`config.mk`:
```
export PLATFORM = sky130hd
export DESIGN_NAME = legv8_multicycle_ctrl
export DESIGN_NICKNAME = d
export VERILOG_FILES = /design/src/rtl/legv8_multicycle_ctrl.sv
export SDC_FILE = /design/constraint.sdc
export NUM_CORES = 1
export LEC_CHECK = 0
export BUFFER_PORTS_ARGS = -buffer_cell sky130_fd_sc_hd__clkbuf_2
export CAP_MARGIN = 20
export CORE_MARGIN = 1.5
export CORE_UTILIZATION = 38
export DETAILED_ROUTE_END_ITERATION = 7
export HOLD_SLACK_MARGIN = 0.06
export PLACE_DENSITY = 0.56
export SYNTH_ARGS = -nofsm -noshare
export SYNTH_HDL_FRONTEND = slang
export SYNTH_SLANG_ARGS = --single-unit
```
`constraint.sdc`:
```
create_clock -name CLK -period 7.3 [get_ports CLK]
set_input_delay 0.73 -clock CLK [delete_from_list [all_inputs] [get_ports CLK]]
set_output_delay 0.73 -clock CLK [all_outputs]
set_load 0.1 [all_outputs]
```
`src/rtl/legv8_multicycle_ctrl.sv`:
```
// legv8_multicycle_ctrl: main control FSM of the multicycle LEGv8 core
module legv8_multicycle_ctrl #(
  parameter int TIMEOUT = 255
) (
  input  logic        CLK,
  input  logic        resetl,
  input  logic [10:0] Opcode,
  input  logic        Zero,
  input  logic        mem_ack,
  output logic        mem_req,
  output logic        mem_we,
  output logic        IorD,
  output logic        IRWrite,
  output logic        PCWrite,
  output logic        PCSrc,
  output logic        Reg2Loc,
  output logic        RegWrite,
  output logic        MemToReg,
  output logic        ALUSrc,
  output logic [3:0]  ALUOp,
  output logic [1:0]  SignOp,
  output logic        insn_done,
  output logic [31:0] retired,
  output logic        halted,
  output logic [1:0]  fault
);
  typedef enum logic [3:0] {
    FETCH, DECODE, EXEC_R, EXEC_I, ADDR, MEM_RD, MEM_WR,
    WB_ALU, WB_MEM, BR_B, BR_CBZ, HALT
  } state_t;
  localparam logic [7:0] TO = 8'(TIMEOUT);
  state_t      state_q, state_d;
  logic [7:0]  cnt_q, cnt_d;
  logic [1:0]  fault_q, fault_d;
  logic [31:0] retired_q, retired_d;
  logic is_add, is_sub, is_and, is_orr, is_addi, is_subi, is_ldur, is_stur, is_b, is_cbz;
  logic is_r, is_i, mem_st, waiting, tmo;
  assign is_add  = Opcode == 11'b10001011000;
  assign is_sub  = Opcode == 11'b11001011000;
  assign is_and  = Opcode == 11'b10001010000;
  assign is_orr  = Opcode == 11'b10101010000;
  assign is_addi = Opcode[10:1] == 10'b1001000100;
  assign is_subi = Opcode[10:1] == 10'b1101000100;
  assign is_ldur = Opcode == 11'b11111000010;
  assign is_stur = Opcode == 11'b11111000000;
  assign is_b    = Opcode[10:5] == 6'b000101;
  assign is_cbz  = Opcode[10:3] == 8'b10110100;
  assign is_r    = is_add | is_sub | is_and | is_orr;
  assign is_i    = is_addi | is_subi;
  // the timeout counter only runs while a memory state is stalled on ack
  assign mem_st  = state_q == FETCH || state_q == MEM_RD || state_q == MEM_WR;
  assign waiting = mem_st && !mem_ack;
  assign tmo     = waiting && (cnt_q + 8'd1 == TO);
  assign retired = retired_q;
  assign fault   = fault_q;
  assign halted  = resetl && state_q == HALT;
  // state, wait counter, fault code and retire count
  always_ff @(posedge CLK or negedge resetl) begin
    if (!resetl) begin
      state_q   <= FETCH;
      cnt_q     <= '0;
      fault_q   <= '0;
      retired_q <= '0;
    end else begin
      state_q   <= state_d;
      cnt_q     <= cnt_d;
      fault_q   <= fault_d;
      retired_q <= retired_d;
    end
  end
  // next state; a memory timeout overrides every other transition
  always_comb begin
    state_d   = state_q;
    fault_d   = fault_q;
    cnt_d     = waiting ? cnt_q + 8'd1 : 8'd0;
    retired_d = retired_q + {31'd0, insn_done};
    case (state_q)
      FETCH:   state_d = mem_ack ? DECODE : FETCH;
      DECODE: begin
        state_d = is_r ? EXEC_R : is_i ? EXEC_I : (is_ldur | is_stur) ? ADDR :
                  is_b ? BR_B : is_cbz ? BR_CBZ : HALT;
        fault_d = (is_r | is_i | is_ldur | is_stur | is_b | is_cbz) ? fault_q : 2'b01;
      end
      EXEC_R, EXEC_I: state_d = WB_ALU;
      ADDR:    state_d = is_ldur ? MEM_RD : MEM_WR;
      MEM_RD:  state_d = mem_ack ? WB_MEM : MEM_RD;
      MEM_WR:  state_d = mem_ack ? FETCH : MEM_WR;
      WB_ALU, WB_MEM, BR_B, BR_CBZ: state_d = FETCH;
      default: state_d = HALT;
    endcase
    if (tmo) begin
      state_d = HALT;
      fault_d = 2'b10;
    end
  end
  // datapath controls; reset forces everything low without waiting for a clock
  always_comb begin
    mem_req   = 1'b0;
    mem_we    = 1'b0;
    IorD      = 1'b0;
    IRWrite   = 1'b0;
    PCWrite   = 1'b0;
    PCSrc     = 1'b0;
    Reg2Loc   = 1'b0;
    RegWrite  = 1'b0;
    MemToReg  = 1'b0;
    ALUSrc    = 1'b0;
    ALUOp     = 4'b0000;
    SignOp    = 2'b00;
    insn_done = 1'b0;
    if (resetl) begin
      case (state_q)
        FETCH: begin
          mem_req = 1'b1;
          IRWrite = mem_ack;
          PCWrite = mem_ack;
        end
        DECODE: begin
          Reg2Loc = is_stur | is_cbz;
          SignOp  = (is_ldur | is_stur) ? 2'b01 : is_b ? 2'b10 : is_cbz ? 2'b11 : 2'b00;
        end
        EXEC_R: ALUOp = is_sub ? 4'b0110 : is_and ? 4'b0000 : is_orr ? 4'b0001 : 4'b0010;
        EXEC_I: begin
          ALUSrc = 1'b1;
          ALUOp  = is_subi ? 4'b0110 : 4'b0010;
        end
        ADDR: begin
          ALUSrc  = 1'b1;
          SignOp  = 2'b01;
          ALUOp   = 4'b0010;
          Reg2Loc = is_stur;
        end
        MEM_RD: begin
          mem_req = 1'b1;
          IorD    = 1'b1;
        end
        MEM_WR: begin
          mem_req   = 1'b1;
          IorD      = 1'b1;
          mem_we    = 1'b1;
          Reg2Loc   = 1'b1;
          insn_done = mem_ack;
        end
        WB_ALU: begin
          RegWrite  = 1'b1;
          insn_done = 1'b1;
        end
        WB_MEM: begin
          RegWrite  = 1'b1;
          MemToReg  = 1'b1;
          insn_done = 1'b1;
        end
        BR_B: begin
          SignOp    = 2'b10;
          PCWrite   = 1'b1;
          PCSrc     = 1'b1;
          insn_done = 1'b1;
        end
        BR_CBZ: begin
          SignOp    = 2'b11;
          Reg2Loc   = 1'b1;
          ALUOp     = 4'b0111;
          PCWrite   = Zero;
          PCSrc     = 1'b1;
          insn_done = 1'b1;
        end
        default: ;
      endcase
    end
  end
endmodule

```
# After elaboration in Yosys (flattened, before gate mapping)

Cells that the tools add are included.

$add $sub $neg: 2
$mul: 0
Divide/modulo/power cells: 0
Magnitude comparators: 0
Equality and inequality tests: 23
Shift operators: 0
Mux-type cells: 48
Bitwise gates (word level): 11
Reduce and logical (&&, ||, !) cells: 17

Operators by type and width:

| operator               | number |
|---|---|
| $eq A11 B11 Y1 const B | 6 |
| $add A32 B1 Y32        | 1 |
| $pmux W4 S7            | 1 |
| $mux W2                | 11 |
| $mux W1                | 21 |
| $eq A10 B10 Y1 const B | 2 |
| $mux W4                | 5 |
| $eq A4 B3 Y1 const B   | 4 |
| $eq A4 B4 Y1 const B   | 4 |
| $eq A8 B8 Y1 const B   | 2 |
| $mux W3                | 4 |
| $pmux W3 S4            | 1 |
| $reduce_or A2 Y1       | 6 |
| $or A1 B1 Y1           | 11 |
| $add A8 B1 Y8 const B  | 1 |
| $eq A4 B2 Y1 const B   | 2 |
| $mux W8                | 1 |
| $pmux W2 S4            | 1 |
| $eq A6 B3 Y1 const B   | 1 |
| $pmux W1 S3            | 2 |
| $eq A4 B1 Y1 const B   | 1 |
| $logic_not A4 Y1       | 1 |
| $reduce_or A4 Y1       | 1 |
| $logic_and A1 B1 Y1    | 3 |
| 7 further kinds        | 8 |

Bits in registers: 46
Bits in latches: 0
RAM bits: 0
Bits in read-only memories: 0
Input port bits: 15
Output and inout port bits: 52
Logic and storage cells: 105
Memories: 0

# Logic depth before layout (Yosys ltp)

Gate-level depths: netlist (run 1).

Word-level depth: 12
Gate-level depth with buffers: 12
Mapped depth without buffers: 11

# Least setup slack after synthesis (run 1)

No wires, ideal clock.

Path type: input to output
From: input port Opcode[5]
To: output port ALUOp[0]
Arrival: 3.842 ns
Data required time: 6.570 ns
Path slack: 2.728 ns
Stages on the path: 5
Path buffers: 0
Cell sequence: or4b_4 or3_4 inv_1 a31oi_1 nor3_1

Cells in the longest elaborated chain, start to end: 6

RTL lines:

| what                  | RTL line | source |
|---|---|---|
| from (decl)           | 7        | `input logic [10:0] Opcode,` |
| $eq A11 B11 Y1        | 41       | `assign is_orr = Opcode == 11'b10101010000;` |
| $mux W2 (2 in series) | 122      | `EXEC_R: ALUOp = is_sub ? 4'b0110 : is_and ? 4'b0000 : is_orr ? 4'b0001 : 4'b0010;` |
| $mux W3 *             | 122      |  |
| $pmux W3 S4 *         | 112      | `case (state_q)` |
| $mux W3 *             | 111      | `if (resetl) begin` |
| to (decl)             | 20       | `output logic [3:0] ALUOp,` |

Mark *: on every way between the ends. The rest lies on a longest branch, timed or not.

# Final worst setup path (run 1)

From: input port Opcode[1]
To: output port ALUOp[2]

Cells in the longest elaborated chain, start to end: 4

RTL lines:

| what                                             | RTL line |
|---|---|
| $eq A11 B11 Y1 or $eq A10 B10 Y1 (tied branches) | 39, 43 |
| $mux W3, on equally long branches                | 122, 125 |
| $pmux W3 S4 *                                    | 112 |
| $mux W3 *                                        | 111 |

Marked as above.

==> results of run 1 <==
-- worst max-delay path: stages --
cell      delay [ns]
clkbuf_2        0.11
or4b_4          0.54
nor4b_2         0.40
a31oi_1         0.13
o22ai_1         0.18
o211a_1         0.18
clkbuf_2        0.45
-- final cells by class --
| cell class | instances | area, sq um | area share |
|---|---|---|---|
| Clock buffer | 6 | 82.6 | 0.0266 |
| Timing Repair Buffer | 66 | 333 | 0.107 |
| Tap cell | 80 | 100 | 0.0323 |
| Inverter | 6 | 22.5 | 0.00726 |
| Sequential cell | 46 | 1150 | 0.371 |
| Multi-Input combinational cell | 207 | 1410 | 0.456 |
-- logic make-up after synthesis --
family,synth area share
compound gates,0.0817
xor+xnor,0.122
fa+ha+maj,0.0189
buf+inv,0.0321
flops,0.434
mux,0.0161
other cells,0.00142
simple gates,0.293
-- where the power goes --
group | switching (mW) | internal (mW) | total [mW] | leakage, nW
logic | 0.0188 | 0.00696 | 0.0258 | 0.840
registers | 0.000171 | 0.255 | 0.255 | 0.625
clock network | 0.0799 | 0.0731 | 0.153 | 0.0431
-- registers in the layout, indices dropped and copies added (netlist names) --
name     count
cnt_q        8
fault        2
retired     32
state_q      4
-- stage by stage --
stage / util / instances
finish: 0.459 / 411
detailed placement: 0.447 / 405
CTS: 0.459 / 411
global route: 0.459 / 411
floorplan: - / 267
global placement: 0.447 / 405
-- cells in the final DEF, fill, tap and decap left out, drive strengths merged, types with 2 or more instances in the layout --
master	count
nor2	29
mux2	2
nand4	7
nor4b	4
a31oi	5
nand3	19
mux2i	2
dfrtp	46
nor3	6
xnor2	26
a211oi	2
inv	6
and3	9
nand2b	5
ha	4
nand4bb	2
nor2b	9
o22ai	2
a21oi	3
and2	8
clkbuf	71
o21ai	4
nand2	15
and4	6
nor4	4
xor2	11
o32ai	3
-- synth_stat cells (6+ instances only) --
| library cell | number |
|---|---|
| nand4_1 | 7 |
| nand3_1 | 19 |
| dfrtp_1 | 46 |
| and2_1 | 8 |
| nor3_1 | 6 |
| nor2_1 | 29 |
| and4_1 | 6 |
| xnor2_1 | 26 |
| nor2b_1 | 9 |
| and3_1 | 9 |
| xor2_1 | 11 |
| nand2_1 | 14 |
-- worst min-delay path by stage --
stage | from | endpoint | slack (ns) | cells after the start
5_1_grt | resetl | retired[31]$_DFF_PN0_ | 0.40 | 1
3_5_place_dp | retired[31]$_DFF_PN0_ | retired[31]$_DFF_PN0_ | 0.47 | 1
2_1_floorplan | resetl | cnt_q[0]$_DFF_PN0_ | 0.43 | 0
6_report | resetl | retired[31]$_DFF_PN0_ | 0.37 | 1
3_3_place_gp | retired[31]$_DFF_PN0_ | retired[31]$_DFF_PN0_ | 0.46 | 1
4_1_cts | resetl | retired[31]$_DFF_PN0_ | 0.38 | 1
-- metal layers --
metal,up-vias,part of all wire,wire [um]
li1,1082,-,-
met1,992,0.50,2830
met2,59,0.44,2450
met3,8,0.046,259
met4,0,0.012,66
met5,-,0,0
==> flow_metrics.tcl, run 1 <==
set metrics [dict create \
    status "complete, no violations" \
    die_area_sq_mm 0.00748 \
    grtUsageMet1 0.237 \
    placementRows 30 \
    clock-sinks 46 \
    synthCells 267 \
    port_buffers 65 \
    drcViolationCount 0 \
    endpoint "ALUOp[2]" \
    grt_pass1_vias 1916 \
    top_usage_layer "met1" \
    cp.arrival_ns 2.73 \
    ctsResizeCount 0 \
    hold_path.class "input port to asynchronous set/reset pin" \
    clk_latency_ns 0.29 \
    postCtsSetupRepairBufs 0 \
    grt_pass1_wl_um 9370 \
    required_ns 6.57 \
    grtUsageTotal 0.157 \
    period_minus_slack_ns 3.46 \
    synth_cell_type_count 56 \
    cts_tree "done" \
    avgSynthCellArea_sq_um 9.93 \
    synth-seq-area-share 0.434 \
    finalCritPeriodShare 0.474 \
    peakVddDrop_mv 0.0874 \
    hold_slack_ns 0.370 \
    worst_slack_ns 3.84 \
    async_flop_share 1.00 \
    total_power_mw 0.434 \
    global_route.overflow_total 0 \
    drt_iter0_markers 107 \
    start_kind "input port" \
    final_cell_area_sq_mm 0.00310 \
    die_h_um 86.5 \
    layout.nets 351 \
    h-tree-depth 2 \
    clk_pin_slew_ns 0.08 \
    die_w_um 86.5 \
    cp_max_fo 4 \
    r2r_start "state_q[0]$_DFF_PN0_" \
    place_ws_ns 3.84 \
    path_class "input port to primary output" \
    synth_area_leaders "dfrtp_1 (43%), xnor2_1 (8.6%), nor2_1 (4.1%)" \
    avgViaCountPerCell 5.21 \
    placed_area_sq_mm 0.00302 \
    finalWirelength_um 5610 \
    vias 2141 \
    fin_skew_ns 0.00649 \
    diodes 0 \
    power_density_mw_per_mm2 140 \
    slew_headroom 0.521 \
    crit_start "Opcode[1]" \
    clockBufferDepth 2 \
    drt_first_pass_iters 4 \
    start_util 0.392 \
    drive_above_1_share 0.257 \
    syn_nets 286 \
    ys_ff_latch 46 \
    cts_buffers 5 \
    yosys.area.top_type "dfrtp_1" \
    use_met3 0.0295 \
    grt_antenna_before_repair 0 \
    hold_viol_final 0 \
    reg2reg_slack_ns 4.33 \
    nFillCells 658 \
    maxCapViolCount 0 \
    syn2layout_area_growth_pct 17.1 \
    slew_viol_final 0 \
    grt_max_degree 42 \
    core_sq_mm 0.00676 \
    grt_setup_unrepaired "false" \
    p_leak_nw 1.51 \
    synth_area_sq_mm 0.00265 \
    ys_warn_count 0 \
    reg2regPathDepth 10 \
    tns_ns 0 \
    setup_violations 0 \
    wire_per_inst_um 13.7 \
    antenna_left 0 \
    synthFlopType "dfrtp_1" \
    worstMarginPinSlew_ns 0.718 \
    critPathCaptureType "primary output" \
    synth_edf_count 0 \
    place.gp.congestion 0.787 \
    use_met2 0.227 \
    synth_top_area_share 0.434 \
    timing.fmax_mhz 289 \
    r2r_end "retired[28]$_DFF_PN0_" \
    post-dp-hpwl_um 4150 \
    cts-root-buf "clkbuf_8" \
    pin_count 67 \
    cts_hold_buffers 0 \
]
No activity file was read; power rests on OpenSTA's default activity.
==> run 2, diff against run 1 <==
==> constraint.sdc (replaced) <==
create_clock -name CLK -period 3.54 [get_ports CLK]
set_input_delay 0.354 -clock CLK [delete_from_list [all_inputs] [get_ports CLK]]
set_output_delay 0.354 -clock CLK [all_outputs]
set_load 0.1 [all_outputs]
==> run 2 against run 1 <==
Critical path depth grew 3; sequential share of layout area decreased by 0.38 points; critical endpoint is now retired[24]$_DFF_PN0_; critical path type is now flip-flop to flip-flop; register-to-register slack got worse by 3.7 ns; global-route usage up 0.87 points; power grew 110%; non-clock buffer count rose by 2; clock skew decreased by 0.0016 ns; sequential cell count is the same; die area did not move; first-iteration DRC count is 27% lower; clock power rose by 120%.
==> flow_metrics.tcl, run 2 (synthesis results as in run 1) <==
set metrics [dict create \
    final_cell_mix "clkbuf_2 (65), dfrtp_1 (46), nor2_1 (29)" \
    worstMarginPinSlew_ns 0.665 \
    peakVddDrop_mv 0.246 \
    layout_commonest_cell "clkbuf_2" \
    drcViolationCount 0 \
    cp_max_fo 19 \
    start_util 0.392 \
    ctsResizeCount 0 \
    wl_met3_um 283 \
    critPathCaptureType "flip-flop" \
    final_cell_area_sq_mm 0.00314 \
    diodes 0 \
    cts_buffers 5 \
    grt_setup_unrepaired "false" \
    hold_viol_final 0 \
    period_minus_slack_ns 2.92 \
    setup_violations 0 \
    cts-root-buf "clkbuf_8" \
    h-tree-depth 2 \
    slew_headroom 0.551 \
    drive_above_1_share 0.269 \
    cp.arrival_ns 3.09 \
    fin_util 0.464 \
    reg2reg_slack_ns 0.62 \
    drt_iter0_markers 78 \
    port_buffers 65 \
    finalWirelength_um 5900 \
    finalCritPeriodShare 0.824 \
    grtUsageTotal 0.166 \
    global_route.overflow_total 0 \
    clock-sinks 46 \
    slew_viol_final 0 \
    cts_hold_buffers 0 \
    wl_met1_um 2850 \
    core_sq_mm 0.00676 \
    die_area_sq_mm 0.00748 \
    place.gp.congestion 0.894 \
    grt_pass1_vias 2094 \
    placementRows 30 \
    reg2regPathDepth 10 \
    fin_skew_ns 0.00486 \
    cts_tree "done" \
    post-dp-hpwl_um 4470 \
    wire_per_inst_um 14.2 \
    required_ns 3.72 \
    wl_met2_um 2740 \
    drt_first_pass_iters 4 \
    r2r_start "state_q[0]$_DFF_PN0_" \
    hold_path.class "input port to asynchronous set/reset pin" \
    clk_pin_slew_ns 0.09 \
    r2r_end "retired[24]$_DFF_PN0_" \
    tns_ns 0 \
    antenna_left 0 \
    status "complete, no violations" \
    postCtsSetupRepairBufs 0 \
    grt_antenna_before_repair 0 \
    start_kind "flip-flop" \
    largest_reg_flops 32 \
    power_density_mw_per_mm2 290 \
    grt_max_degree 30 \
    maxCapViolCount 0 \
    syn2layout_area_growth_pct 18.3 \
    total_power_mw 0.910 \
    die_w_um 86.5 \
    timing.fmax_mhz 343 \
    avgViaCountPerCell 5.25 \
    path_class "flip-flop to flip-flop" \
    pin_count 67 \
    highest_layer "met4" \
    clockBufferDepth 2 \
    layout.nets 353 \
    grt_pass1_wl_um 9970 \
    clk_latency_ns 0.29 \
    vias 2179 \
    placed_area_sq_mm 0.00304 \
    p_leak_nw 1.52 \
    die_h_um 86.5 \
]
## run 2: routing by layer
layer	GRT usage	vias up
met5	0	-
met4	0.0352	0
met3	0.0305	2
met2	0.261	64
met1	0.240	1027
li1	-	1086
## run 2: worst max-delay path: stages, from the launching register on
cell and delay, ns:
dfrtp_1 0.67, o21ai_0 0.24, o32ai_1 0.23, and2_1 0.19
ha_1 0.21, ha_1 0.21, nand3_1 0.15, nor2_1 0.38
and3_1 0.28, nand3_1 0.11, xnor2_1 0.14
## run 2: per-stage QoR
step | setup WS (ns) | hold WS (ns) | cells
floorplan | 0.204 | 0.0584 | 267
global placement | 0.718 | 0.463 | 407
detailed placement | 0.646 | 0.443 | 407
CTS | 0.636 | 0.124 | 415
global route | 0.275 | 0.127 | 415
finish | 0.624 | 0.111 | 415
## run 2: cell type report
type	instances	area, sq um
inverters	6	22.5
repair buffers	68	348
clock buffers	6	82.6
multi-input cells	207	1420
flip-flops and latches	46	1150
well taps	80	100
fillers	671	3620
clock inverters	2	12.5
## run 2: worst max path at each step
stage,to,start,cells after the start
after detailed placement,retired[28]$_DFF_PN0_,state_q[0]$_DFF_PN0_,10
after floorplan,retired[28]$_DFF_PN0_,state_q[3]$_DFF_PN0_,11
after global placement,retired[28]$_DFF_PN0_,state_q[0]$_DFF_PN0_,10
after global routing,retired[24]$_DFF_PN0_,state_q[0]$_DFF_PN0_,10
final,retired[24]$_DFF_PN0_,state_q[0]$_DFF_PN0_,10
after CTS,retired[28]$_DFF_PN0_,state_q[0]$_DFF_PN0_,10
## run 2: power breakdown
group	switching (mW)	leakage [nW]	total [mW]	internal (mW)
registers	0.000368	0.625	0.526	0.525
clock network	0.172	0.0472	0.330	0.157
logic	0.0393	0.849	0.0544	0.0151
==> run 3, diff against run 2 <==
--- a/config.mk
+++ b/config.mk
@@ -5,13 +5,14 @@
 export SDC_FILE = /design/constraint.sdc
 export NUM_CORES = 1
 export LEC_CHECK = 0
+export ABC_AREA = 1
 export BUFFER_PORTS_ARGS = -buffer_cell sky130_fd_sc_hd__clkbuf_2
 export CAP_MARGIN = 20
 export CORE_MARGIN = 1.5
 export CORE_UTILIZATION = 38
 export DETAILED_ROUTE_END_ITERATION = 7
 export HOLD_SLACK_MARGIN = 0.06
-export PLACE_DENSITY = 0.56
+export PLACE_DENSITY = 0.58
 export SYNTH_ARGS = -nofsm -noshare
 export SYNTH_HDL_FRONTEND = slang
 export SYNTH_SLANG_ARGS = --single-unit
==> constraint.sdc (replaced) <==
create_clock -name CLK -period 2.5 [get_ports CLK]
set_input_delay 0.25 -clock CLK [delete_from_list [all_inputs] [get_ports CLK]]
set_output_delay 0.25 -clock CLK [all_outputs]
set_load 0.1 [all_outputs]
==> run 3 against run 2 <==
Sequential share of layout area fell by 7.8 points; clock skew rose by 0.0052 ns; worst setup slack got worse by 0.48 ns.
==> flow_metrics.tcl, run 3 <==
set metrics [dict create \
    timing.fmax_mhz 424 \
    cts-root-buf "clkbuf_8" \
    peakVddDrop_mv 0.216 \
    period_minus_slack_ns 2.36 \
    clk_latency_ns 0.30 \
    placementRows 31 \
    drt_iter0_markers 175 \
    maxCapViolCount 0 \
    slew_headroom 0.618 \
    h-tree-depth 2 \
    syn_nets 426 \
    start_kind "flip-flop" \
    global_route.overflow_total 0 \
    port_buffers 65 \
    synth_top_area_share 0.390 \
    synth-seq-area-share 0.390 \
    crit_chain "nor2_2, inv_1, o22ai_2, a21oi_2, a21oi_4, ha_4, ha_4, nand3_4, inv_2, nand2_4, nor2_4, nand2_4, nor2_4, nand2_2, xnor2_2" \
    die_area_sq_mm 0.00831 \
    synth_area_sq_mm 0.00295 \
    crit_family "simple AND/OR/NAND/NOR gates" \
    finalCritPeriodShare 0.944 \
    fin_util 0.540 \
    nFillCells 732 \
    finalWirelength_um 7680 \
    p_leak_nw 1.96 \
    grt_pass1_wl_um 13300 \
    power_density_mw_per_mm2 375 \
    grt_max_degree 47 \
    worstMarginPinSlew_ns 0.574 \
    die_h_um 91.2 \
    status "complete, no violations" \
    fin_skew_ns 0.0101 \
    drt_first_pass_iters 4 \
    place_ws_ns 0.0873 \
    avgSynthCellArea_sq_um 7.26 \
    synth.top_cells.by_count "nand2_1 (85), nor2_1 (73), inv_1 (58)" \
    final_cell_mix "nand2_1 (84), nor2_1 (68), inv_1 (54)" \
    antenna_left 0 \
    crit_slowest_cell "dfrtp_1" \
    clk_pin_slew_ns 0.09 \
    hold_viol_final 0 \
    cts_tree "done" \
    seq_area_sq_mm 0.00115 \
    setup_violations 0 \
    grt_antenna_before_repair 0 \
    drive_above_1_share 0.271 \
    worst_slack_ns 0.140 \
    cp_max_fo 5 \
    hold_slack_ns 0.0667 \
    yosysMostFrequentCell "nand2_1" \
    diodes 0 \
    synthCells 407 \
    yosys.area.top_type "dfrtp_1" \
    final_cell_area_sq_mm 0.00398 \
    required_ns 2.69 \
    layout.nets 502 \
    cts_buffers 5 \
    multi_input_area_sq_mm 0.00171 \
    cp.arrival_ns 2.55 \
    clock-sinks 46 \
    drcViolationCount 0 \
    total_power_mw 1.49 \
    hold_path.class "input port to asynchronous set/reset pin" \
    vias 2833 \
    placed_area_sq_mm 0.00383 \
    clockBufferDepth 2 \
    slew_viol_final 0 \
    syn2layout_area_growth_pct 34.7 \
    largest_reg_flops 32 \
    critPathCaptureType "flip-flop" \
    path_class "flip-flop to flip-flop" \
    core_sq_mm 0.00737 \
    pin_count 67 \
    ys_warn_count 0 \
    ys_ff_latch 46 \
    wire_per_inst_um 13.2 \
    place.gp.congestion 0.876 \
    synth_cell_type_count 31 \
    crit_buf_inv 2 \
    path_depth 15 \
    async_flop_share 1.00 \
    grt_pass1_vias 2775 \
    die_w_um 91.2 \
    reg2regPathDepth 15 \
    post-dp-hpwl_um 6290 \
    avgViaCountPerCell 4.86 \
    layout_commonest_cell "nand2_1" \
    synthFlopType "dfrtp_1" \
    grtUsageTotal 0.198 \
    slowest_delay_ns 0.43 \
    synth_area_leaders "dfrtp_1 (39%), nand2_1 (11%), nor2_1 (9.3%)" \
    start_util 0.401 \
    synth_edf_count 0 \
]
==> run 3: kinds of logic after synthesis <==
logic type | count (synthesis) | share of synthesized area
other | 1 | 0.00127
buffers and inverters | 64 | 0.0826
XOR/XNOR | 30 | 0.0915
AND/OR/NAND/NOR | 240 | 0.375
adder cells (fa/ha/maj) | 4 | 0.0169
AO/OA/AOI/OAI | 22 | 0.0432
flip-flops | 46 | 0.390
==> run 3: per-stage QoR <==
stage               std cells  setup TNS [ns]
floorplan                 407           -2.02
global placement          574               0
detailed placement        574               0
CTS                       582               0
global route              583         -0.0175
finish                    583               0
==> run 3: path summary, 6_finish.rpt <==
check,endpoint,from,slack [ns]
max in group asynchronous,retired[17]$_DFF_PN0_,resetl,2.05
worst max register to register,retired[28]$_DFF_PN0_,state_q[1]$_DFF_PN0_,0.14
worst min-delay path,cnt_q[0]$_DFF_PN0_,resetl,0.07
worst max-delay path,retired[28]$_DFF_PN0_,state_q[1]$_DFF_PN0_,0.14
min in group CLK,state_q[1]$_DFF_PN0_,Opcode[9],0.40
worst min register to register,retired[31]$_DFF_PN0_,retired[31]$_DFF_PN0_,0.49
==> run 3: per-layer routing <==
metal / GRT usage / up-vias / wire length [um] / share of wire
li1: - / 1431 / - / -
met1: 0.286 / 1303 / 3760 / 0.49
met2: 0.301 / 89 / 3380 / 0.44
met3: 0.0335 / 10 / 431 / 0.056
met4: 0.0599 / 0 / 108 / 0.014
met5: 0 / - / 0 / 0
==> run 3: cell type report <==
cell class              count  area share
clock buffers               5      0.0173
clock inverters             3      0.0173
inverters                  62      0.0585
multi-input cells         297       0.429
flip-flops and latches     46       0.289
well taps                  99      0.0311
repair buffers             71       0.157
==> run 3: power by group <==
group          switching (mW)  leakage, nW  total, mW  internal, mW
logic                  0.0619         1.29     0.0820        0.0201
clock network           0.263       0.0683      0.664         0.400
registers             0.00108        0.599      0.745         0.744
==> run 3: what timing repair did <==
| item | 4_1_cts | 5_1_grt |
|---|---|---|
| setup endpoints to repair | 0 | 5 |
| setup buffers | 0 | 1 |
| resized for setup | 0 | 3 |
| hold buffers | 0 | 0 |
